==> src/rtl/uart_fifo_param_pkg.sv <==
// Shared constants and helpers for the parametrised UART FIFO.
package uart_fifo_param_pkg;

    localparam int MAX_DEPTH  = 256;
    localparam int MAX_DATA_W = 32;

    function automatic bit is_pow2(input int v);
        return (v > 0) && ((v & (v - 1)) == 0);
    endfunction

endpackage

==> src/rtl/uart_fifo_param_if.sv <==
// FIFO control/status bundle between the register block and the shifter.
interface uart_fifo_param_if
    import uart_fifo_param_pkg::*;
#(
    parameter int DATA_W = 8,
    parameter int DEPTH  = 32
);
    localparam int AW = $clog2(DEPTH);

    logic              flush;
    logic              wr_en;
    logic [DATA_W-1:0] data_in;
    logic              rd_en;
    logic              clr_err;
    logic [DATA_W-1:0] data_out;
    logic              rd_valid;
    logic              full;
    logic              empty;
    logic              almost_full;
    logic              almost_empty;
    logic [AW:0]       count;
    logic              overflow;
    logic              underflow;

    modport master (
        output flush, wr_en, data_in, rd_en, clr_err,
        input  data_out, rd_valid, full, empty,
        input  almost_full, almost_empty, count,
        input  overflow, underflow
    );

    modport slave (
        input  flush, wr_en, data_in, rd_en, clr_err,
        output data_out, rd_valid, full, empty,
        output almost_full, almost_empty, count,
        output overflow, underflow
    );

endinterface

==> src/rtl/uart_fifo_mem.sv <==
// DATA_W x DEPTH storage: one write port, one registered read port.
module uart_fifo_mem
    import uart_fifo_param_pkg::*;
#(
    parameter int DATA_W = 8,
    parameter int DEPTH  = 32,
    parameter int AW     = $clog2(DEPTH)
) (
    input  logic              clk,
    input  logic              reset_n,
    input  logic              we,
    input  logic [AW-1:0]     waddr,
    input  logic [DATA_W-1:0] wdata,
    input  logic              re,
    input  logic [AW-1:0]     raddr,
    output logic [DATA_W-1:0] rdata
);

    logic [DATA_W-1:0] mem [DEPTH];

    // Array left unreset so it can map onto a RAM macro.
    always_ff @(posedge clk) begin
        if (we) begin
            mem[waddr] <= wdata;
        end
    end

    always_ff @(posedge clk or negedge reset_n) begin
        if (!reset_n) begin
            rdata <= '0;
        end else if (re) begin
            rdata <= mem[raddr];
        end
    end

endmodule

==> src/rtl/uart_fifo_param.sv <==
// Parametrised synchronous FIFO with thresholds, sticky errors and flush.
module uart_fifo_param
    import uart_fifo_param_pkg::*;
#(
    parameter int  DATA_W   = 8,
    parameter int  DEPTH    = 32,
    parameter int  AF_LEVEL = 28,
    parameter int  AE_LEVEL = 4,
    localparam int AW       = $clog2(DEPTH)
) (
    input logic             clk,
    input logic             reset_n,
    uart_fifo_param_if.slave bus
);

    if (!is_pow2(DEPTH) || DEPTH < 2 || DEPTH > MAX_DEPTH) begin : g_bad_depth
        $error("uart_fifo_param: DEPTH must be a power of two in 2..256");
    end
    if (DATA_W < 1 || DATA_W > MAX_DATA_W) begin : g_bad_width
        $error("uart_fifo_param: DATA_W must be in 1..32");
    end
    if (AF_LEVEL < 1 || AF_LEVEL > DEPTH) begin : g_bad_af
        $error("uart_fifo_param: AF_LEVEL must be in 1..DEPTH");
    end
    if (AE_LEVEL < 0 || AE_LEVEL > DEPTH - 1) begin : g_bad_ae
        $error("uart_fifo_param: AE_LEVEL must be in 0..DEPTH-1");
    end

    localparam logic [AW:0] FULL_CNT = (AW+1)'(DEPTH);
    localparam logic [AW:0] AF_CNT   = (AW+1)'(AF_LEVEL);
    localparam logic [AW:0] AE_CNT   = (AW+1)'(AE_LEVEL);

    logic [AW-1:0] wr_ptr;
    logic [AW-1:0] rd_ptr;
    logic [AW:0]   cnt;
    logic          full;
    logic          empty;
    logic          rd_acc;
    logic          wr_acc;
    logic          ovf_set;
    logic          unf_set;
    logic          ovf;
    logic          unf;
    logic          rv;

    // Flags decode the registered count, never pointer equality.
    assign full  = (cnt == FULL_CNT);
    assign empty = (cnt == '0);

    // Flush masks both requests so they neither move state nor raise errors.
    always_comb begin
        rd_acc  = ~bus.flush & bus.rd_en & ~empty;
        wr_acc  = ~bus.flush & bus.wr_en & (~full | rd_acc);
        ovf_set = ~bus.flush & bus.wr_en & ~wr_acc;
        unf_set = ~bus.flush & bus.rd_en & empty;
    end

    always_ff @(posedge clk or negedge reset_n) begin
        if (!reset_n) begin
            wr_ptr <= '0;
            rd_ptr <= '0;
            cnt    <= '0;
            rv     <= 1'b0;
        end else if (bus.flush) begin
            wr_ptr <= '0;
            rd_ptr <= '0;
            cnt    <= '0;
            rv     <= 1'b0;
        end else begin
            rv <= rd_acc;
            if (wr_acc) begin
                wr_ptr <= wr_ptr + AW'(1);
            end
            if (rd_acc) begin
                rd_ptr <= rd_ptr + AW'(1);
            end
            case ({wr_acc, rd_acc})
                2'b10:   cnt <= cnt + (AW+1)'(1);
                2'b01:   cnt <= cnt - (AW+1)'(1);
                default: cnt <= cnt;
            endcase
        end
    end

    // A new error in the same cycle as clr_err takes precedence.
    always_ff @(posedge clk or negedge reset_n) begin
        if (!reset_n) begin
            ovf <= 1'b0;
            unf <= 1'b0;
        end else if (bus.flush) begin
            ovf <= 1'b0;
            unf <= 1'b0;
        end else begin
            ovf <= ovf_set | (ovf & ~bus.clr_err);
            unf <= unf_set | (unf & ~bus.clr_err);
        end
    end

    uart_fifo_mem #(
        .DATA_W (DATA_W),
        .DEPTH  (DEPTH),
        .AW     (AW)
    ) u_mem (
        .clk     (clk),
        .reset_n (reset_n),
        .we      (wr_acc),
        .waddr   (wr_ptr),
        .wdata   (bus.data_in),
        .re      (rd_acc),
        .raddr   (rd_ptr),
        .rdata   (bus.data_out)
    );

    assign bus.rd_valid     = rv;
    assign bus.full         = full;
    assign bus.empty        = empty;
    assign bus.almost_full  = (cnt >= AF_CNT);
    assign bus.almost_empty = (cnt <= AE_CNT);
    assign bus.count        = cnt;
    assign bus.overflow     = ovf;
    assign bus.underflow    = unf;

endmodule

==> src/flat_wrapper.sv <==
// flat-port wrapper written by rule: the top's interface ports become plain ports
module uart_fifo_param_flat import uart_fifo_param_pkg::*;
#(
    parameter int  DATA_W   = 8,
    parameter int  DEPTH    = 32,
    parameter int  AF_LEVEL = 28,
    parameter int  AE_LEVEL = 4,
    localparam int AW       = $clog2(DEPTH)
)
  (clk, reset_n, bus_flush, bus_wr_en, bus_data_in, bus_rd_en, bus_clr_err, bus_data_out, bus_rd_valid, bus_full, bus_empty, bus_almost_full, bus_almost_empty, bus_count, bus_overflow, bus_underflow);
  uart_fifo_param_if #(.DATA_W(DATA_W), .DEPTH(DEPTH)) bus_i ();
  input logic clk;
  input logic reset_n;
  input wire logic [$bits(bus_i.flush)-1:0] bus_flush;
  input wire logic [$bits(bus_i.wr_en)-1:0] bus_wr_en;
  input wire logic [$bits(bus_i.data_in)-1:0] bus_data_in;
  input wire logic [$bits(bus_i.rd_en)-1:0] bus_rd_en;
  input wire logic [$bits(bus_i.clr_err)-1:0] bus_clr_err;
  output wire logic [$bits(bus_i.data_out)-1:0] bus_data_out;
  output wire logic [$bits(bus_i.rd_valid)-1:0] bus_rd_valid;
  output wire logic [$bits(bus_i.full)-1:0] bus_full;
  output wire logic [$bits(bus_i.empty)-1:0] bus_empty;
  output wire logic [$bits(bus_i.almost_full)-1:0] bus_almost_full;
  output wire logic [$bits(bus_i.almost_empty)-1:0] bus_almost_empty;
  output wire logic [$bits(bus_i.count)-1:0] bus_count;
  output wire logic [$bits(bus_i.overflow)-1:0] bus_overflow;
  output wire logic [$bits(bus_i.underflow)-1:0] bus_underflow;
  assign bus_i.flush = bus_flush;
  assign bus_i.wr_en = bus_wr_en;
  assign bus_i.data_in = bus_data_in;
  assign bus_i.rd_en = bus_rd_en;
  assign bus_i.clr_err = bus_clr_err;
  assign bus_data_out = bus_i.data_out;
  assign bus_rd_valid = bus_i.rd_valid;
  assign bus_full = bus_i.full;
  assign bus_empty = bus_i.empty;
  assign bus_almost_full = bus_i.almost_full;
  assign bus_almost_empty = bus_i.almost_empty;
  assign bus_count = bus_i.count;
  assign bus_overflow = bus_i.overflow;
  assign bus_underflow = bus_i.underflow;
  uart_fifo_param #(.DATA_W(DATA_W), .DEPTH(DEPTH), .AF_LEVEL(AF_LEVEL), .AE_LEVEL(AE_LEVEL)) u_core (.clk(clk), .reset_n(reset_n), .bus(bus_i));
endmodule
==> config.mk <==
export PLATFORM = sky130hd
export DESIGN_NAME = uart_fifo_param_flat
export DESIGN_NICKNAME = d
export VERILOG_FILES = /design/src/rtl/uart_fifo_param_pkg.sv /design/src/rtl/uart_fifo_param_if.sv /design/src/rtl/uart_fifo_mem.sv /design/src/rtl/uart_fifo_param.sv /design/src/flat_wrapper.sv
export SDC_FILE = /design/constraint.sdc
export NUM_CORES = 1
export LEC_CHECK = 0
export ABC_AREA = 1
export CORE_MARGIN = 2
export CORE_UTILIZATION = 42
export CTS_BUF_LIST = sky130_fd_sc_hd__clkbuf_16
export DETAILED_ROUTE_END_ITERATION = 10
export SKIP_CTS_REPAIR_TIMING = 1
export SYNTH_ARGS = -nofsm -noshare
export SYNTH_HDL_FRONTEND = slang
export SYNTH_SLANG_ARGS = --single-unit
==> constraint.sdc <==
create_clock -name clk -period 2.5 [get_ports clk]
set_input_delay 0.5 -clock clk [delete_from_list [all_inputs] [get_ports clk]]
set_output_delay 0.5 -clock clk [all_outputs]
set_load 0.01 [all_outputs]
# --- After elaboration in Yosys (flattened, before gate mapping) ---
# Memory sizes are Yosys's and may differ from the RTL's. A register that Yosys moved wholly into a read port is not among the register bits.
# Cells that the tools add are included.
word_totals:
  register_bits: 19
  mem_bits_rw: 256
  in_bits: 14
  memories: 1
op_classes:
  addsub: 4
  magnitude_cmp: 2
  eq_ne: 3
  muxes: 11
  bitwise_logic: 16
  n_reduce_logical: 5
memory_table:
  columns: ["name", "depth", "word_bits", "rd", "rd_ports_with_merged_regs", "wr", "line", "rtl"]
  rows:
  - ["u_core.u_mem.mem", 32, 8, 1, 1, 1, "uart_fifo_mem.sv:19", "logic [DATA_W-1:0] mem [DEPTH];"]
op_table:
  columns: ["operator", "n"]
  rows:
  - ["$mux 5", 4]
  - ["$pmux 6 s2", 1]
  - ["$add 5x1->5 const B", 2]
  - ["$and 1x1->1", 8]
  - ["$add 6x1->6 const B", 1]
  - ["$eq 6x6->1 const B", 1]
  - ["$ge 6x5->1 const B", 1]
  - ["$le 6x3->1 const B", 1]
  - ["$logic_not 6->1", 1]
  - ["$mux 6", 1]
  - ["$sub 6x1->6 const B", 1]
  - ["$mux 1", 5]
  - ["$not 1->1", 5]
  - ["$reduce_bool 2->1", 2]
  - ["$or 1x1->1", 3]
  - ["$reduce_bool 3->1", 1]
  - ["$eq 2x1->1 const B", 1]
  - ["$eq 2x2->1 const B", 1]
  - ["$logic_not 1->1", 1]

# --- Logic depth before layout (Yosys ltp) ---
logic_depth:
  word_depth: 9
  depth_mapped: 15
  depth_no_buf: 15

# --- Cells and area by module ---
# Synthesis repeated with hierarchy kept, for this count alone.
hier_totals:
  cells_unflattened: 1072
  area_unflattened_um2: 12042.8
by_module_without_submodules:
  columns: ["mod", "n_inst", "cells_each", "area_per_inst_um2"]
  rows:
  - ["uart_fifo_mem", 1, 924, 10765.3]
  - ["uart_fifo_param", 1, 148, 1277.5]

# --- Worst setup path before layout ---
# No wires, ideal clock.
synth_path:
  kind: "reg-to-reg"
  start: "register u_core.cnt[0], in the netlist u_core.bus.count[0]"
  end: "register u_core.cnt[5], in the netlist u_core.bus.count[5]"
  setup_time_ns: 0.066
  arrival_ns: 2.065
  slack_ns: 0.369
  path_stages_with_launch: 15
  n_path_buf: 0
  synth_period_minus_slack_ns: 2.131
  cell_sequence: "dfrtp_1 > nor2_4 > nand3_2 > nand2_4 > inv_2 > nand2_2 > inv_1 > ha_1 > nand2_1 > or2_2 > nand3_1 > inv_1 > nand3_1 > nand3_1 > nand2_1"
synth_via:
  elab_chain_cells: 8
  elab_cells_between_ends: 14
  classes_between: "add/sub (2); eq/ne (3); mux (2); bitwise (5); reduce/logical (2)"
synth_rtl:
  columns: ["element", "line", "rtl"]
  rows:
  - ["start, declared", "uart_fifo_param.sv:35", "logic [AW:0] cnt;"]
  - ["start signal, assigned", "uart_fifo_param.sv:78", "2'b10: cnt <= cnt + (AW+1)'(1);"]
  - ["start signal, assigned", "uart_fifo_param.sv:79", "2'b01: cnt <= cnt - (AW+1)'(1);"]
  - ["start signal, assigned", "uart_fifo_param.sv:80", "default: cnt <= cnt;"]
  - ["$logic_not 6->1", "uart_fifo_param.sv:48", "assign empty = (cnt == '0);"]
  - ["$not 1->1", "uart_fifo_param.sv:52", "rd_acc = ~bus.flush & bus.rd_en & ~empty;"]
  - ["$and 1x1->1", "uart_fifo_param.sv:52", null]
  - ["$or 1x1->1", "uart_fifo_param.sv:53", "wr_acc = ~bus.flush & bus.wr_en & (~full | rd_acc);"]
  - ["$and 1x1->1", "uart_fifo_param.sv:53", null]
  - ["$eq 2x1->1 / $eq 2x2->1 (equally long branches)", "uart_fifo_param.sv:77", "case ({wr_acc, rd_acc})"]
  - ["$pmux 6 s2", "uart_fifo_param.sv:77", null]
  - ["$mux 6", "uart_fifo_param.sv:64", "end else if (bus.flush) begin"]
# Several ways; a longest one is shown, not always the timed one.
# A chain may end at the register's enable or synchronous reset.

# --- Worst setup path after layout ---
layout_path:
  start: "register u_core.cnt[1], in the netlist u_core.bus.count[1]"
  end: "output port bus_almost_empty"
layout_via:
  elab_chain_cells: 1
layout_rtl:
  columns: ["element", "line", "rtl"]
  rows:
  - ["$le 6x3->1", "uart_fifo_param.sv:118", "assign bus.almost_empty = (cnt <= AE_CNT);"]
  - ["end, declared", "flat_wrapper.sv:24", "output wire logic [$bits(bus_i.almost_empty)-1:0] bus_almost_empty;"]
# No other way between the ends.

==> results_dict.tcl <==
set metrics [dict create \
    cts_inserted_buffers 30 \
    grt_pass1_wl_mm 48.2 \
    rsz0062_at_grt "no" \
    synth_cells 1222 \
    drtAntennaViolNets 0 \
    cts_tree "built" \
    n_antenna_cell 0 \
    p_per_area_mw_per_mm2 726 \
    period_needed_ns 2.23 \
    ys.flop_type "edfxtp_1" \
    syn2layout_area_growth_pct 16.3 \
    start_kind "flip-flop" \
    firstDrtPassIters 5 \
    slowest_stage "dfrtp_2" \
    critical_path.endpoint_type "primary output" \
    io_pins 35 \
    finalHoldViolCount 0 \
    irDropWorstVdd_mv 0.492 \
    grt_pass1_vias 8657 \
    die_w_um 178 \
    cts_sinks 283 \
    max-slew-margin-rel 0.548 \
    wl_per_cell_um 18.2 \
    setup_viol 0 \
    p_leak_nw 6.19 \
    hold_class "in2async" \
    placed_area_mm2 0.0139 \
    max_cap_violations 0 \
    critical_path_buf_inv_count 2 \
    fin_crit_sh 0.893 \
    num_vias 8652 \
    synth_enable_flop_cells 256 \
    gr-total-overflow 0 \
    finalNonFillerCells 1716 \
    synth_nets 1246 \
    die-area_mm2 0.0317 \
    path_delay_family "flip-flops" \
    port_buffers 34 \
    clock_skew_ns 0.0119 \
    gp_congestion 0.856 \
    start_util 0.428 \
    syn-cell-area_mm2 0.0127 \
    grt_start_max_net_pins 75 \
    placedCellCount 1662 \
    antenna_found_initial 0 \
    ys_seq_elements 283 \
    dieHeight_um 178 \
    slowest_delay_ns 0.48 \
    fmax_ghz 0.448 \
    drive_gt1_frac 0.115 \
    clk_latency_ns 0.55 \
    synthArstFlopShare 0.0954 \
    cts_max_path_buffers 3 \
    core-area_mm2 0.0297 \
    worstMarginPinSlew_ns 0.676 \
    wl_mm 31.3 \
    path_class "reg2out" \
    grt_usage 0.202 \
    drtIter0Drc 847 \
    worstPathCellList "nor2_4 -> inv_1 -> a2111oi_1 -> dlymetal6s2s_1" \
    drc 0 \
    design_area_mm2 0.0148 \
    routed_via_density 5.04 \
    nets 1328 \
    finalMaxSlewViolations 0 \
    dp_hpwl_mm 19.5 \
    cp_max_fo 5 \
    clkTransAtPathRegs_ns 0.06 \
    worstPathRequired_ns 2.00 \
    synth_seq_area_share 0.658 \
    cts-htree-levels 1 \
    synth_cell_type_count 36 \
    outcome "finished clean" \
    fp-row-count 63 \
    root_buffer "clkbuf_16" \
    cp.arrival_ns 1.73 \
    yosys_warnings 0 \
    avgSynthCellArea_um2 10.4 \
    num-fill-cells 2710 \
]
[per-stage QoR]
step                      setup TNS (ns)  hold slack (ns)  power (mW)  worst slack, ns  utilization
after CTS                         -0.266            0.372        10.8           -0.265        0.497
after floorplan                        0            0.204        6.07            0.369            -
final                                  0            0.356        10.7            0.268        0.498
after detailed placement         -0.0490            0.517        6.65          -0.0249        0.466
after global placement           -0.0136            0.514        6.63          -0.0136        0.466
after global routing                   0            0.405        11.1            0.130        0.498
[final cells by class]
type	count	area, µm²	area share
inverter	207	779	0.0527
tap	390	488	0.0330
sequential	283	8370	0.566
clock inverter	23	151	0.0102
clock buffer	31	776	0.0524
timing repair buffer	105	956	0.0646
multi-input combinational	677	3270	0.221
[layer usage]
metal / GRT usage / vias to the layer above / part of all wire
met4: 0.0632 / 0 / 0.027
met1: 0.270 / 4169 / 0.43
met5: 0 / - / 0
met2: 0.348 / 251 / 0.49
met3: 0.0213 / 52 / 0.052
li1: - / 4180 / -
[cells by family after synthesis]
kind of cell / after synthesis / synth area share
and+or+nand+nor: 638 / 0.228
xor gates and xnor gates: 2 / 0.00138
buffers and inverters: 262 / 0.0854
DFF: 283 / 0.658
AOI/OAI and AO/OA: 27 / 0.0174
adders and majority gates: 10 / 0.0104
[synth_stat cells (2+ instances only)]
cell | number | share of area
nor2_1 | 37 | 0.011
o211ai_2 | 8 | 0.0079
o21ai_1 | 7 | 0.0028
nor2_2 | 4 | 0.0020
xnor2_1 | 2 | 0.0014
inv_2 | 7 | 0.0021
o21ai_0 | 3 | 0.0012
edfxtp_1 | 256 | 0.60
dfrtp_1 | 27 | 0.053
nand2_4 | 3 | 0.0027
buf_6 | 5 | 0.0044
buf_4 | 6 | 0.0035
nand3_1 | 245 | 0.096
o31ai_1 | 2 | 0.0012
clkinv_1 | 2 | 0.00059
nand2_2 | 5 | 0.0025
nand2_1 | 289 | 0.085
clkbuf_1 | 7 | 0.0021
buf_1 | 5 | 0.0015
nor3_1 | 8 | 0.0031
a21oi_1 | 3 | 0.0012
inv_1 | 197 | 0.058
or2_2 | 2 | 0.00098
or2_1 | 40 | 0.020
ha_1 | 9 | 0.0089
buf_2 | 32 | 0.013
nand3_2 | 2 | 0.0016
[sequential cells by signal (all words and copies together) (netlist names)]
name and cells:
u_core.bus.count 6, u_core.bus.overflow 1, u_core.bus.rd_valid 1, u_core.bus.underflow 1
u_core.rd_ptr 5, u_core.u_mem.mem 256, u_core.u_mem.rdata 8, u_core.wr_ptr 5
[worst reg2reg max path: stages, from the launching register on]
cell,delay (ns)
dfrtp_2,0.45
nor2_2,0.17
nand3_2,0.13
nand2_4,0.09
inv_2,0.04
nand2_2,0.05
inv_1,0.11
buf_4,0.16
fa_1,0.38
nand2_1,0.10
nand2_1,0.05
a21oi_1,0.16
xnor2_1,0.13
nand2_1,0.07
nand2_1,0.06
[final timing paths]
check / from / to / slack [ns] / cells after the start
setup / recovery: u_core.bus.count[1]$_DFFE_PN0P_ / bus_almost_empty / 0.27 / 4
hold / removal: reset_n / u_core.bus.underflow$_DFF_PN0_ / 0.36 / 1
setup reg to reg: u_core.bus.count[3]$_DFFE_PN0P_ / u_core.bus.count[4]$_DFFE_PN0P_ / 0.29 / 14
hold reg to reg: u_core.u_mem.rdata[2]$_DFFE_PN0P_ / u_core.u_mem.rdata[2]$_DFFE_PN0P_ / 0.54 / 2
max in group asynchronous: reset_n / u_core.u_mem.rdata[5]$_DFFE_PN0P_ / 1.53 / 2
min in group clk: u_core.u_mem.rdata[2]$_DFFE_PN0P_ / u_core.u_mem.rdata[2]$_DFFE_PN0P_ / 0.54 / 2
[placed cells by master (no fill, tap or decap), types with 3 or more instances in the layout]
cell,count
nand2_1,289
edfxtp_1,256
nand3_1,245
inv_1,202
buf_4,65
or2_1,40
nor2_1,37
clkbuf_16,31
clkdlybuf4s50_1,31
dfrtp_1,21
clkinv_1,10
ha_1,9
nor3_1,8
o211ai_2,8
inv_2,7
o21ai_1,7
clkinv_2,7
buf_12,6
nand2_2,5
dfrtp_2,5
nor2_2,4
nand2_4,3
o21ai_0,3
a21oi_1,3
dlymetal6s2s_1,3
[power by group]
part           switching [mW]  internal [mW]  total, mW
sequential              0.115           5.28       5.40
clock                    1.77           2.42       4.20
combinational           0.704          0.435       1.14
total                    2.59           8.14       10.7
(Power assumes the default switching activity.)
